**src/rtl/game_pkg.sv**
```systemverilog
// Shared constants for the game flow controller and the player datapath:
// FSM state codes, coordinate width, default spawn point.
package game_pkg;
  localparam int GS_W  = 3;
  localparam int POS_W = 10;

  localparam logic [GS_W-1:0] GS_TITLE   = 3'd0;
  localparam logic [GS_W-1:0] GS_RESPAWN = 3'd1;
  localparam logic [GS_W-1:0] GS_PLAY    = 3'd2;
  localparam logic [GS_W-1:0] GS_DEAD    = 3'd3;
  localparam logic [GS_W-1:0] GS_CLEAR   = 3'd4;

  // Same default spawn the player block uses.
  localparam logic [POS_W-1:0] INIT_X = 10'd200;
  localparam logic [POS_W-1:0] INIT_Y = 10'd556;

  // Death counter increment that sticks at all-ones.
  function automatic logic [15:0] sat_inc(input logic [15:0] v);
    return (v == 16'hFFFF) ? v : v + 16'd1;
  endfunction
endpackage

```
**src/rtl/key_edge.sv**
```systemverilog
// Rising-edge detector: one registered pulse the cycle after a 0->1 level
// change of key; a held key gives a single pulse.
module key_edge (
  input  logic clk,
  input  logic rst,
  input  logic key,
  output logic pulse
);
  logic prev;

  // Remember last level and register the edge pulse.
  always_ff @(posedge clk or posedge rst) begin
    if (rst) begin
      prev  <= 1'b0;
      pulse <= 1'b0;
    end else begin
      prev  <= key;
      pulse <= key & ~prev;
    end
  end
endmodule

```
**src/rtl/game_flow_ctrl.sv**
```systemverilog
// Game sequencer: title/respawn/play/dead/clear flow, player reset and
// freeze, spawn point, death counter and overlay blink.
// Optional macro GAME_FLOW_SAVE_POINT_EN: hit_save in PLAY captures the
// player position as the new spawn point; without it spawn is fixed.
module game_flow_ctrl
  import game_pkg::GS_W, game_pkg::POS_W, game_pkg::GS_TITLE,
         game_pkg::GS_RESPAWN, game_pkg::GS_PLAY, game_pkg::GS_DEAD,
         game_pkg::GS_CLEAR, game_pkg::sat_inc;
#(
  parameter logic [9:0] INIT_X         = game_pkg::INIT_X,
  parameter logic [9:0] INIT_Y         = game_pkg::INIT_Y,
  parameter int         RESPAWN_CYCLES = 16,
  parameter int         BLINK_INV      = 12500000
) (
  input  logic             clk,
  input  logic             rst,
  input  logic             start_key,
  input  logic             retry_key,
  input  logic             hit_hazard,
  input  logic             hit_save,
  input  logic             hit_goal,
  input  logic [POS_W-1:0] pos_x,
  input  logic [POS_W-1:0] pos_y,
  output logic             player_rst,
  output logic             player_freeze,
  output logic [POS_W-1:0] spawn_x,
  output logic [POS_W-1:0] spawn_y,
  output logic [GS_W-1:0]  game_state,
  output logic [15:0]      death_count,
  output logic             overlay_blink
);
  localparam logic [7:0]  RESP_LAST  = 8'(RESPAWN_CYCLES - 1);
  localparam logic [23:0] BLINK_LAST = 24'(BLINK_INV - 1);

  logic            start_pe, retry_pe;
  logic [GS_W-1:0] state, next_state;
  logic [7:0]      resp_cnt, resp_cnt_d;
  logic [23:0]     blink_cnt, blink_cnt_d;
  logic            prst_d, freeze_d, blink_d;
  logic [15:0]     death_d;

  key_edge u_start (.clk(clk), .rst(rst), .key(start_key), .pulse(start_pe));
  key_edge u_retry (.clk(clk), .rst(rst), .key(retry_key), .pulse(retry_pe));

  // State, counters and all outputs registered from next-state values.
  always_ff @(posedge clk or posedge rst) begin
    if (rst) begin
      state         <= GS_TITLE;
      resp_cnt      <= '0;
      blink_cnt     <= '0;
      player_rst    <= 1'b1;
      player_freeze <= 1'b1;
      death_count   <= '0;
      overlay_blink <= 1'b0;
    end else begin
      state         <= next_state;
      resp_cnt      <= resp_cnt_d;
      blink_cnt     <= blink_cnt_d;
      player_rst    <= prst_d;
      player_freeze <= freeze_d;
      death_count   <= death_d;
      overlay_blink <= blink_d;
    end
  end

  // Next state and death count; PLAY events resolved by priority.
  always_comb begin
    next_state = state;
    death_d    = death_count;
    case (state)
      GS_TITLE: if (start_pe) begin
        next_state = GS_RESPAWN;
        death_d    = '0;
      end
      GS_RESPAWN: if (resp_cnt == RESP_LAST) next_state = GS_PLAY;
      GS_PLAY: begin
        if (hit_hazard) begin
          next_state = GS_DEAD;
          death_d    = sat_inc(death_count);
        end else if (hit_goal) next_state = GS_CLEAR;
        else if (retry_pe)     next_state = GS_RESPAWN;
      end
      GS_DEAD:  if (retry_pe) next_state = GS_RESPAWN;
      GS_CLEAR: if (start_pe) next_state = GS_TITLE;
      default:  next_state = GS_TITLE;
    endcase
  end

  // Output values and counters for the state being entered.
  always_comb begin
    prst_d      = (next_state == GS_TITLE) || (next_state == GS_RESPAWN);
    freeze_d    = (next_state != GS_PLAY);
    resp_cnt_d  = (next_state == GS_RESPAWN && state == GS_RESPAWN) ? resp_cnt + 8'd1 : 8'd0;
    blink_cnt_d = '0;
    blink_d     = 1'b0;
    if (next_state == GS_DEAD || next_state == GS_CLEAR) begin
      if (next_state != state) begin
        blink_d = 1'b1;
      end else if (blink_cnt == BLINK_LAST) begin
        blink_d = ~overlay_blink;
      end else begin
        blink_cnt_d = blink_cnt + 24'd1;
        blink_d     = overlay_blink;
      end
    end
  end

  assign game_state = state;

`ifdef GAME_FLOW_SAVE_POINT_EN
  // Spawn reloads default on game start, captures position on a save hit
  // that no higher-priority PLAY event overrides.
  always_ff @(posedge clk or posedge rst) begin
    if (rst) begin
      spawn_x <= INIT_X;
      spawn_y <= INIT_Y;
    end else if (state == GS_TITLE && start_pe) begin
      spawn_x <= INIT_X;
      spawn_y <= INIT_Y;
    end else if (state == GS_PLAY && next_state == GS_PLAY && hit_save) begin
      spawn_x <= pos_x;
      spawn_y <= pos_y;
    end
  end
`else
  assign spawn_x = INIT_X;
  assign spawn_y = INIT_Y;
  logic unused_save;
  assign unused_save = ^{hit_save, pos_x, pos_y};
`endif
endmodule

```
**config.mk**
```make
export PLATFORM = sky130hd
export DESIGN_NAME = game_flow_ctrl
export DESIGN_NICKNAME = d
export VERILOG_FILES = /design/src/rtl/game_pkg.sv /design/src/rtl/key_edge.sv /design/src/rtl/game_flow_ctrl.sv
export SDC_FILE = /design/constraint.sdc
export NUM_CORES = 1
export LEC_CHECK = 0
export CAP_MARGIN = 20
export CORE_AREA = 8 8 92 94
export CTS_BUF_LIST = sky130_fd_sc_hd__clkbuf_8
export DETAILED_ROUTE_END_ITERATION = 6
export DIE_AREA = 0 0 100 102
export GPL_TIMING_DRIVEN = 0
export PLACE_DENSITY = 0.85
export SLEW_MARGIN = 5
export SYNTH_ARGS = -nofsm -noshare
export SYNTH_HDL_FRONTEND = slang
export SYNTH_HIERARCHICAL = 1
export SYNTH_SLANG_ARGS = --single-unit
```
**constraint.sdc**
```tcl
create_clock -name clk -period 1.9 [get_ports clk]
set_clock_uncertainty 0.05 [all_clocks]
set_input_delay 0.38 -clock clk [delete_from_list [all_inputs] [get_ports clk]]
set_output_delay 0.38 -clock clk [all_outputs]
set_load 0.05 [all_outputs]
```
; ---- After elaboration in Yosys (flattened, before gate mapping)
; Cells that the tools add are included.
[word_totals]
regBits = 58
word_cells = 60
inputBits = 27
output_inout_bits = 42
[classes]
reduce_logical = 7
n_bitwise = 5
add_sub_neg = 3
mux = 18
eq_ne = 16
[ops]
columns = op, n
row1 = $mux W24, 3
row2 = $mux W16, 3
row3 = $pmux W16 S2, 1
row4 = $add A24 B1 Y24 const B, 1
row5 = $eq A24 B24 Y1 const B, 1
row6 = $mux W3, 6
row7 = $add A16 B1 Y16 const B, 1
row8 = $eq A16 B16 Y1 const B, 1
row9 = $pmux W3 S5, 1
row10 = $eq A3 B2 Y1 const B, 3
row11 = $add A8 B1 Y8 const B, 1
row12 = $eq A8 B4 Y1 const B, 1
row13 = $mux W8, 1
row14 = $eq A3 B1 Y1 const B, 2
row15 = $eq A3 B3 Y1 const B, 2
row16 = $logic_not A3 Y1, 2
row17 = $ne A2 B2 Y1 const B, 2
row18 = $reduce_and A4 Y1, 1
row19 = $mux W1, 3
row20 = $ne A3 B1 Y1 const B, 1
row21 = $ne A3 B2 Y1 const B, 1
row22 = $ne A3 B3 Y1, 1
row23 = $not A1 Y1, 3
row24 = $and A1 B1 Y1, 2
row25 = other kinds (4), 5

; ---- Longest topological paths before layout
; Gate-level depths: netlist of run 1.
[logic_depth]
ltp_word = 7
depth_mapped = 8
ltp_nobuf = 6

; ---- Cells and area by module
; Netlist of run 1, hierarchy kept.
[modules_own_cells]
columns = module, area_per_inst_um2, seq_area_each_um2, cells_each, n_inst
row1 = game_flow_ctrl, 3123.0, 1353.8, 316, 1
row2 = key_edge, 67.6, 50.0, 4, 2

; ---- Least setup slack after synthesis of run 1
; No wires, ideal clock.
[synth_path]
kind = reg-to-reg
startpoint = register state[1] (netlist: game_state[1])
endpoint = register death_count[3]
setup_ps = 78
setup_slack_ps = -433
period_less_slack_ps = 2333
arrival_time_ps = 2205
t_required_ps = 1772
path_buffers = 2
stages_incl_launch_ff = 8
path_cell_list = dfrtp_1 -> buf_4 -> nor4b_4 -> nor3_2 -> a31o_1 -> buf_6 -> or3_1 -> a21oi_1
[synth_via]
elab_chain_len = 3
word_cells_on_any_way = 8
classes_between = 4 x eq/ne / 1 x mux / 3 x reduce/logical
[synth_rtl]
columns = item, line_no
row1 = "start, declared", game_flow_ctrl.sv:36  ; logic [GS_W-1:0] state, next_state;
row2 = "start signal, assigned", game_flow_ctrl.sv:56  ; state <= next_state;
row3 = $eq A3 B2 Y1 or $logic_not A3 Y1 (tied branches), game_flow_ctrl.sv:70  ; case (state)
row4 = $ne A2 B2 Y1 (no source line) (tied with other cells), -
row5 = $reduce_and A4 Y1 (no source line), -
row6 = "end signal, assigned", game_flow_ctrl.sv:61  ; death_count <= death_d;
row7 = "end, declared", game_flow_ctrl.sv:29  ; output logic [15:0] death_count,
; Parallel ways exist; a longest one is shown, timed or not.
; A chain may end at the register's enable or synchronous reset.

; ---- Worst setup path in the final report of run 1
[layout_path]
startpoint = register state[2] (netlist: game_state[2])
endpoint = register blink_cnt[22]
[layout_via]
elab_chain_len = 7
word_cells_on_any_way = 18
classes_between = 7 x eq/ne / 9 x mux / 2 x reduce/logical
[layout_rtl]
columns = item, line_no
row1 = $mux W3, "game_flow_ctrl.sv:81, game_flow_ctrl.sv:83"
row2 = $mux W3, game_flow_ctrl.sv:80  ; end else if (hit_goal) next_state = GS_CLEAR;
row3 = $mux W3, game_flow_ctrl.sv:77  ; if (hit_hazard) begin
row4 = $pmux W3 S5, game_flow_ctrl.sv:70
row5 = $ne A3 B3 Y1 (tied with other cells), game_flow_ctrl.sv:97  ; if (next_state != state) begin
row6 = $mux W24 or $logic_or A1 B1 Y1 (tied branches), "game_flow_ctrl.sv:97, game_flow_ctrl.sv:96"
row7 = $mux W24 *, game_flow_ctrl.sv:96  ; if (next_state == GS_DEAD || next_state == GS_CLEAR) begin
row8 = via blink_cnt_d[22], game_flow_ctrl.sv:38  ; logic [23:0] blink_cnt, blink_cnt_d;
row9 = "end signal, assigned", game_flow_ctrl.sv:58  ; blink_cnt <= blink_cnt_d;
row10 = "end, declared", game_flow_ctrl.sv:38
; Mark *: on every way through the listed nets, which the timed path passes. The rest lies on a longest branch.

==> results.yml, run 1 <==
outcome:
  run_status: "complete, but fails checks"
  violations: "negative setup slack"
floorplanning:
  ios: 69
  die_h_um: 102
  fp.coreArea_um2: 7060
  start_util_pct: 46.2
  num_rows: 31
  chipWidth_um: 100
  die_area_um2: 10200
hold_path:
  hp-class: "in -> async"
critical_path:
  regToRegEndpoint: "blink_cnt[22]"
  critPathKind: "reg -> reg"
  rr_startpoint: "game_state[2]"
  crit_path_end_kind: "flip-flop"
  start_kind: "flip-flop"
  cp_data_required_time_ns: 2.05
  crit_arrival_ns: 2.55
  crit_path_max_incr_delay_ns: 0.42
  worstSetupEndpoint: "blink_cnt[22]"
  path_cells: "buf_6 -> or3b_4 -> a21oi_4 -> o21a_1 -> o2111ai_4 -> buf_4 -> nor4_1"
  crit_fanout: 5
  cpMaxStageDelayCell: "or3b_4"
  reg2reg_depth: 7
  startpoint: "game_state[2]"
  r2r_slack_ns: -0.50
drt:
  routed_wl_um: 10100
  wl_per_cell_um: 19.4
  drt_iter0_drc: 153
  vias: 3013
  drc: 0
  first_pass_iters: 5
  postRouteAntennaNets: 0
  via_per_inst: 5.79
timing:
  setup-tns-final_ns: -9.40
  slew_headroom_pct: 59.0
  grt_setup_unrepaired: "yes"
  setup_slack_ns: -0.502
  finalSetupViolCount: 39
  period_share_pct: 126
  tightest_slew_ns: 0.613
  fmax_mhz: 416
  finalHoldViolCount: 0
  drv_slew: 0
  finalCriticalPeriod_ns: 2.40
  holdWs_ns: 0.250
synth:
  avgSynthCellArea_um2: 10.1
  synth.area.top_cells: "dfrtp_1, buf_4, xor2_1"
  synth_ff_type: "dfrtp_1"
  syn_inst: 324
  yosysSeqAreaShare_pct: 44.6
  synth_top_area_cell: "dfrtp_1"
  netlist_area_um2: 3260
  synth-edff-count: 0
  synth.distinct_cells: 58
  yosys.area.top_type_share_pct: 43.0
  ys_seq_elements: 58
  yosysWarnings: 6
  async_flop_share_pct: 100
pwr:
  comb_power_share_pct: 41.9
  p_int_w: 0.00266
  p_sw_w: 0.00196
  p_leak_nw: 1.96
  max-vdd-ir-drop_uv: 655
  power_density_nw_per_um2: 983
  clkPwrFrac_pct: 22.6
  total_power_w: 0.00462
  swShare_pct: 42.5
  pwr-share-seq_pct: 35.5
clock_tree:
  cts_max_path_buffers: 2
  cts_buffers: 9
  numClockSinks: 58
  clk_transition_reported_paths_ns: 0.07
  cts_root_buf: "clkbuf_8"
  cts_tree: "done"
  htreeDepth: 3
  cts_hold_buffers: 0
  clock_latency_ns: 0.35
place:
  io_buffers: 27
  dp_hpwl_um: 4820
  place.gp.congestion: 0.822
  place_ws_ns: -0.706
grt:
  grt_max_degree: 40
  grt_pass1_vias: 2917
  grt_antenna_before_repair: 0
  track_usage_pct: 17.1
  grt_overflow: 0
  grt_pass1_wl_um: 14000
final_layout:
  fin_util_pct: 66.6
  diodes: 0
  layout.nets: 446
  syn_to_final_growth_pct: 44.3
  drive_gt1_share_pct: 40.1
job:
  maxCapViolCount: 0
what timing repair did:
item	CTS	global route
setup endpoints to repair	62	41
setup buffers	26	9
cloned	2	1
gates resized for setup	66	58
pin swaps	25	16
kinds of logic (layout without fill, tap and decap cells):
family	count (synthesis)	in the layout	synth area share [%]
compound gates	37	37	9.29
simple gates	149	149	27.5
flops	58	58	44.6
xor+xnor	33	33	8.87
fa+ha+maj	3	3	1.15
other cells	2	20	0.231
mux	1	1	0.346
buf+inv	41	120	7.99
sequential cells by signal, summed over array words and instances (netlist names):
| name | flops |
|---|---|
| blink_cnt | 24 |
| death_count | 16 |
| resp_cnt | 8 |
| game_state | 3 |
| overlay_blink | 1 |
| player_freeze | 1 |
| player_rst | 1 |
| u_retry/prev | 1 |
| u_retry/pulse | 1 |
| u_start/prev | 1 |
| u_start/pulse | 1 |
layout by cell type (no fill, tap or decap), drive strengths merged, types with 8 or more instances in the layout:
cell type     n
buf          66
xnor2        16
nand2        24
nand4         8
inv          10
xor2         17
nand3        19
dfrtp        56
nor2         28
a21oi        10
conb         20
nor4         27
o21ai         9
dlygate4sd2  23
clkbuf       15
worst min-delay path by stage:
stage                       startpoint            end  slack (ns)
after floorplan                    rst   u_retry/prev        0.07
after global placement    u_start/prev  u_start/pulse        0.39
after detailed placement  u_retry/prev  u_retry/pulse        0.39
after CTS                          rst  u_start/pulse        0.22
after global routing               rst   u_start/prev        0.25
final                              rst   u_start/prev        0.25
metrics by stage:
step	instance area, um2	instances
6_report	4700	520
2_1_floorplan	3380	342
3_5_place_dp	3790	469
3_3_place_gp	3770	468
5_1_grt	4700	520
4_1_cts	4390	511
power groups by stage:
| stage | Clock (W) | Combinational, W | Sequential [W] |
|---|---|---|---|
| after floorplan | 0 | 0.000755 | 0.00197 |
| after CTS | 0.00106 | 0.00165 | 0.00159 |
| final | 0.00105 | 0.00194 | 0.00164 |
| after global placement | 0 | 0.00150 | 0.00161 |
| after global routing | 0.00110 | 0.00203 | 0.00166 |
| after detailed placement | 0 | 0.00153 | 0.00161 |
routing by layer:
layer	wire, um	up-vias	GRT usage, %
met4	534	0	10.3
met2	5120	154	28.7
li1	-	1316	-
met5	0	-	0
met1	3760	1493	19.6
met3	695	50	3.54
worst max-delay path: cells and delay by family (launching register included):
family | cells | cell delay, ns
simple gates | 2 | 0.73
compound gates | 3 | 0.69
flops | 1 | 0.41
buf+inv | 2 | 0.37
cells in the mapped netlist (7+ instances only):
| cell | number |
|---|---|
| nand2_1 | 24 |
| nor2_1 | 28 |
| nand3_1 | 18 |
| nand4_1 | 8 |
| nor4_1 | 23 |
| buf_4 | 21 |
| inv_1 | 8 |
| o21ai_0 | 9 |
| dfrtp_1 | 56 |
| a21oi_1 | 8 |
| and3_1 | 7 |
| or3_1 | 7 |
| xnor2_1 | 16 |
| xor2_1 | 17 |
final cells by class:
class | instances | area (um2)
Clock buffer | 12 | 165
Sequential cell | 58 | 1470
Clock inverter | 4 | 17.5
Buffer | 30 | 244
Multi-Input combinational cell | 243 | 2050
Tap cell | 99 | 124
Fill cell | 496 | 2360
Inverter | 8 | 30.0
Timing Repair Buffer | 66 | 601
Power figures use the tool's default switching activity.
==> run 2: changes to the inputs <==
Settings changed: PLACE_DENSITY 0.85 to 0.81.
==> results.yml, run 2 (same netlist as run 1, synthesis figures left out) <==
critical_path:
  r2r_slack_ns: -0.29
  crit_path_end_kind: "flip-flop"
  path_cells: "buf_6 -> or3b_4 -> a21oi_4 -> o21a_1 -> o2111ai_4 -> buf_2 -> nor4_1"
  crit_path_max_incr_delay_ns: 0.42
  crit_arrival_ns: 2.38
  start_kind: "flip-flop"
  crit_fanout: 7
  critPathKind: "reg -> reg"
  cpMaxStageDelayCell: "dfrtp_2"
  cp_data_required_time_ns: 2.09
timing:
  finalCriticalPeriod_ns: 2.19
  tightest_slew_ns: 0.657
  finalSetupViolCount: 39
  grt_setup_unrepaired: "yes"
  period_share_pct: 115
  holdWs_ns: 0.218
  slew_headroom_pct: 56.1
  drv_slew: 0
  setup-tns-final_ns: -8.45
  fmax_mhz: 457
  finalHoldViolCount: 0
  setup_slack_ns: -0.287
final_layout:
  top_regs: "blink_cnt x24, death_count x16, resp_cnt x8"
  layout_commonest_cell: "buf_4"
  regMostFlops: "blink_cnt"
  multi_input_area_um2: 2020
  final_cells: 519
  regArea_um2: 1470
  post-route-cell-area_um2: 4690
  mostFrequentLayoutCells: "buf_4, dfrtp_1, nor2_1"
  syn_to_final_growth_pct: 44.0
  layout.nets: 445
  drive_gt1_share_pct: 37.6
  fill_cells: 508
  diodes: 0
  largest_register_ffs: 24
grt:
  grt_pass1_vias: 2958
  grt_antenna_before_repair: 0
  grt_overflow: 0
  grt_pass1_wl_um: 14700
  grt_max_degree: 34
  track_usage_pct: 18.1
pwr:
  max-vdd-ir-drop_uv: 923
  total_power_w: 0.00475
  p_leak_nw: 1.94
  power_density_nw_per_um2: 1010
outcome:
  run_status: "complete, but fails checks"
  violations: "negative setup slack"
clock_tree:
  clock_latency_ns: 0.36
  cts_max_path_buffers: 2
  cts_buffers: 9
  cts_root_buf: "clkbuf_8"
  htreeDepth: 3
  numClockSinks: 58
  clk_transition_reported_paths_ns: 0.07
  cts_tree: "done"
hold_path:
  hp-class: "in -> async"
drt:
  met3RoutedLength_um: 560
  drt_iter0_drc: 168
  via_per_inst: 5.43
  vias: 2819
  wl_per_cell_um: 18.0
  wl_met1_um: 3700
  drc: 0
  routed_wl_um: 9340
  wl_met2_um: 4910
  routed.top_layer: "met4"
  postRouteAntennaNets: 0
  first_pass_iters: 4
floorplanning:
  chipWidth_um: 100
  num_rows: 31
  ios: 69
  fp.coreArea_um2: 7060
  die_area_um2: 10200
  die_h_um: 102
  start_util_pct: 46.2
place:
  dp.cells: 469
  place.gp.congestion: 0.843
  dp_hpwl_um: 5080
  io_buffers: 27
  placed_area_um2: 3790
job:
  maxCapViolCount: 0
-- run 2: cell types whose count changed in the layout (fill, tap and decap cells not counted), moves of 2 or more --
cell	previous run	this run
buf_6	20	16
a21oi_2	7	3
a21oi_1	1	5
nor4_4	10	12
buf_4	42	45
nor4_2	9	6
-- run 2: timing repair --
item,in CTS,in global routing
resized for setup,73,36
setup buffers,28,6
endpoints found under the setup margin,63,42
pin swaps,25,19
gates cloned,2,2
hold buffers,0,0
hold endpoints to repair,0,0
-- run 2: worst paths after layout --
| path | to | start | cells past startpoint |
|---|---|---|---|
| min in group clk | u_retry/pulse | u_retry/prev | 1 |
| worst min-delay path | u_start/pulse | rst | 2 |
| worst min register to register | u_retry/pulse | u_retry/prev | 1 |
| max in group asynchronous | player_rst | rst | 3 |
| worst max register to register | blink_cnt[9] | game_state[2] | 7 |
| worst max-delay path | blink_cnt[9] | game_state[2] | 7 |
-- run 2: per-layer routing --
metal  up-vias  global-route usage [%]
met1      1405                    20.8
li1       1307                       -
met4         0                    7.21
met5         -                       0
met2        91                    31.4
met3        16                    4.77
-- run 2: area by class of cell --
type | count | area share [%]
timing repair buffer | 65 | 12.6
inverter | 8 | 0.640
clock buffer | 12 | 3.52
sequential | 58 | 31.4
multi-input combinational | 243 | 43.1
tap | 99 | 2.64
clock inverter | 4 | 0.907
buffer | 30 | 5.28
-- run 2: stage by stage --
step,util (%),setup WS [ns]
global route,66.4,-0.376
detailed placement,53.7,-0.731
global placement,53.4,-1.09
finish,66.4,-0.287
floorplan,-,-0.283
CTS,63.7,-0.212
-- run 2: critical path: cells and delay by family (launching register included) --
| family | cells | cell delay [ns] |
|---|---|---|
| simple gates | 2 | 0.62 |
| flops | 1 | 0.42 |
| buf+inv | 2 | 0.39 |
| compound gates | 3 | 0.59 |
-- run 2: power breakdown --
group	internal, W	switching (W)
registers	0.00141	0.000209
logic	0.000688	0.00123
clock network	0.000701	0.000510
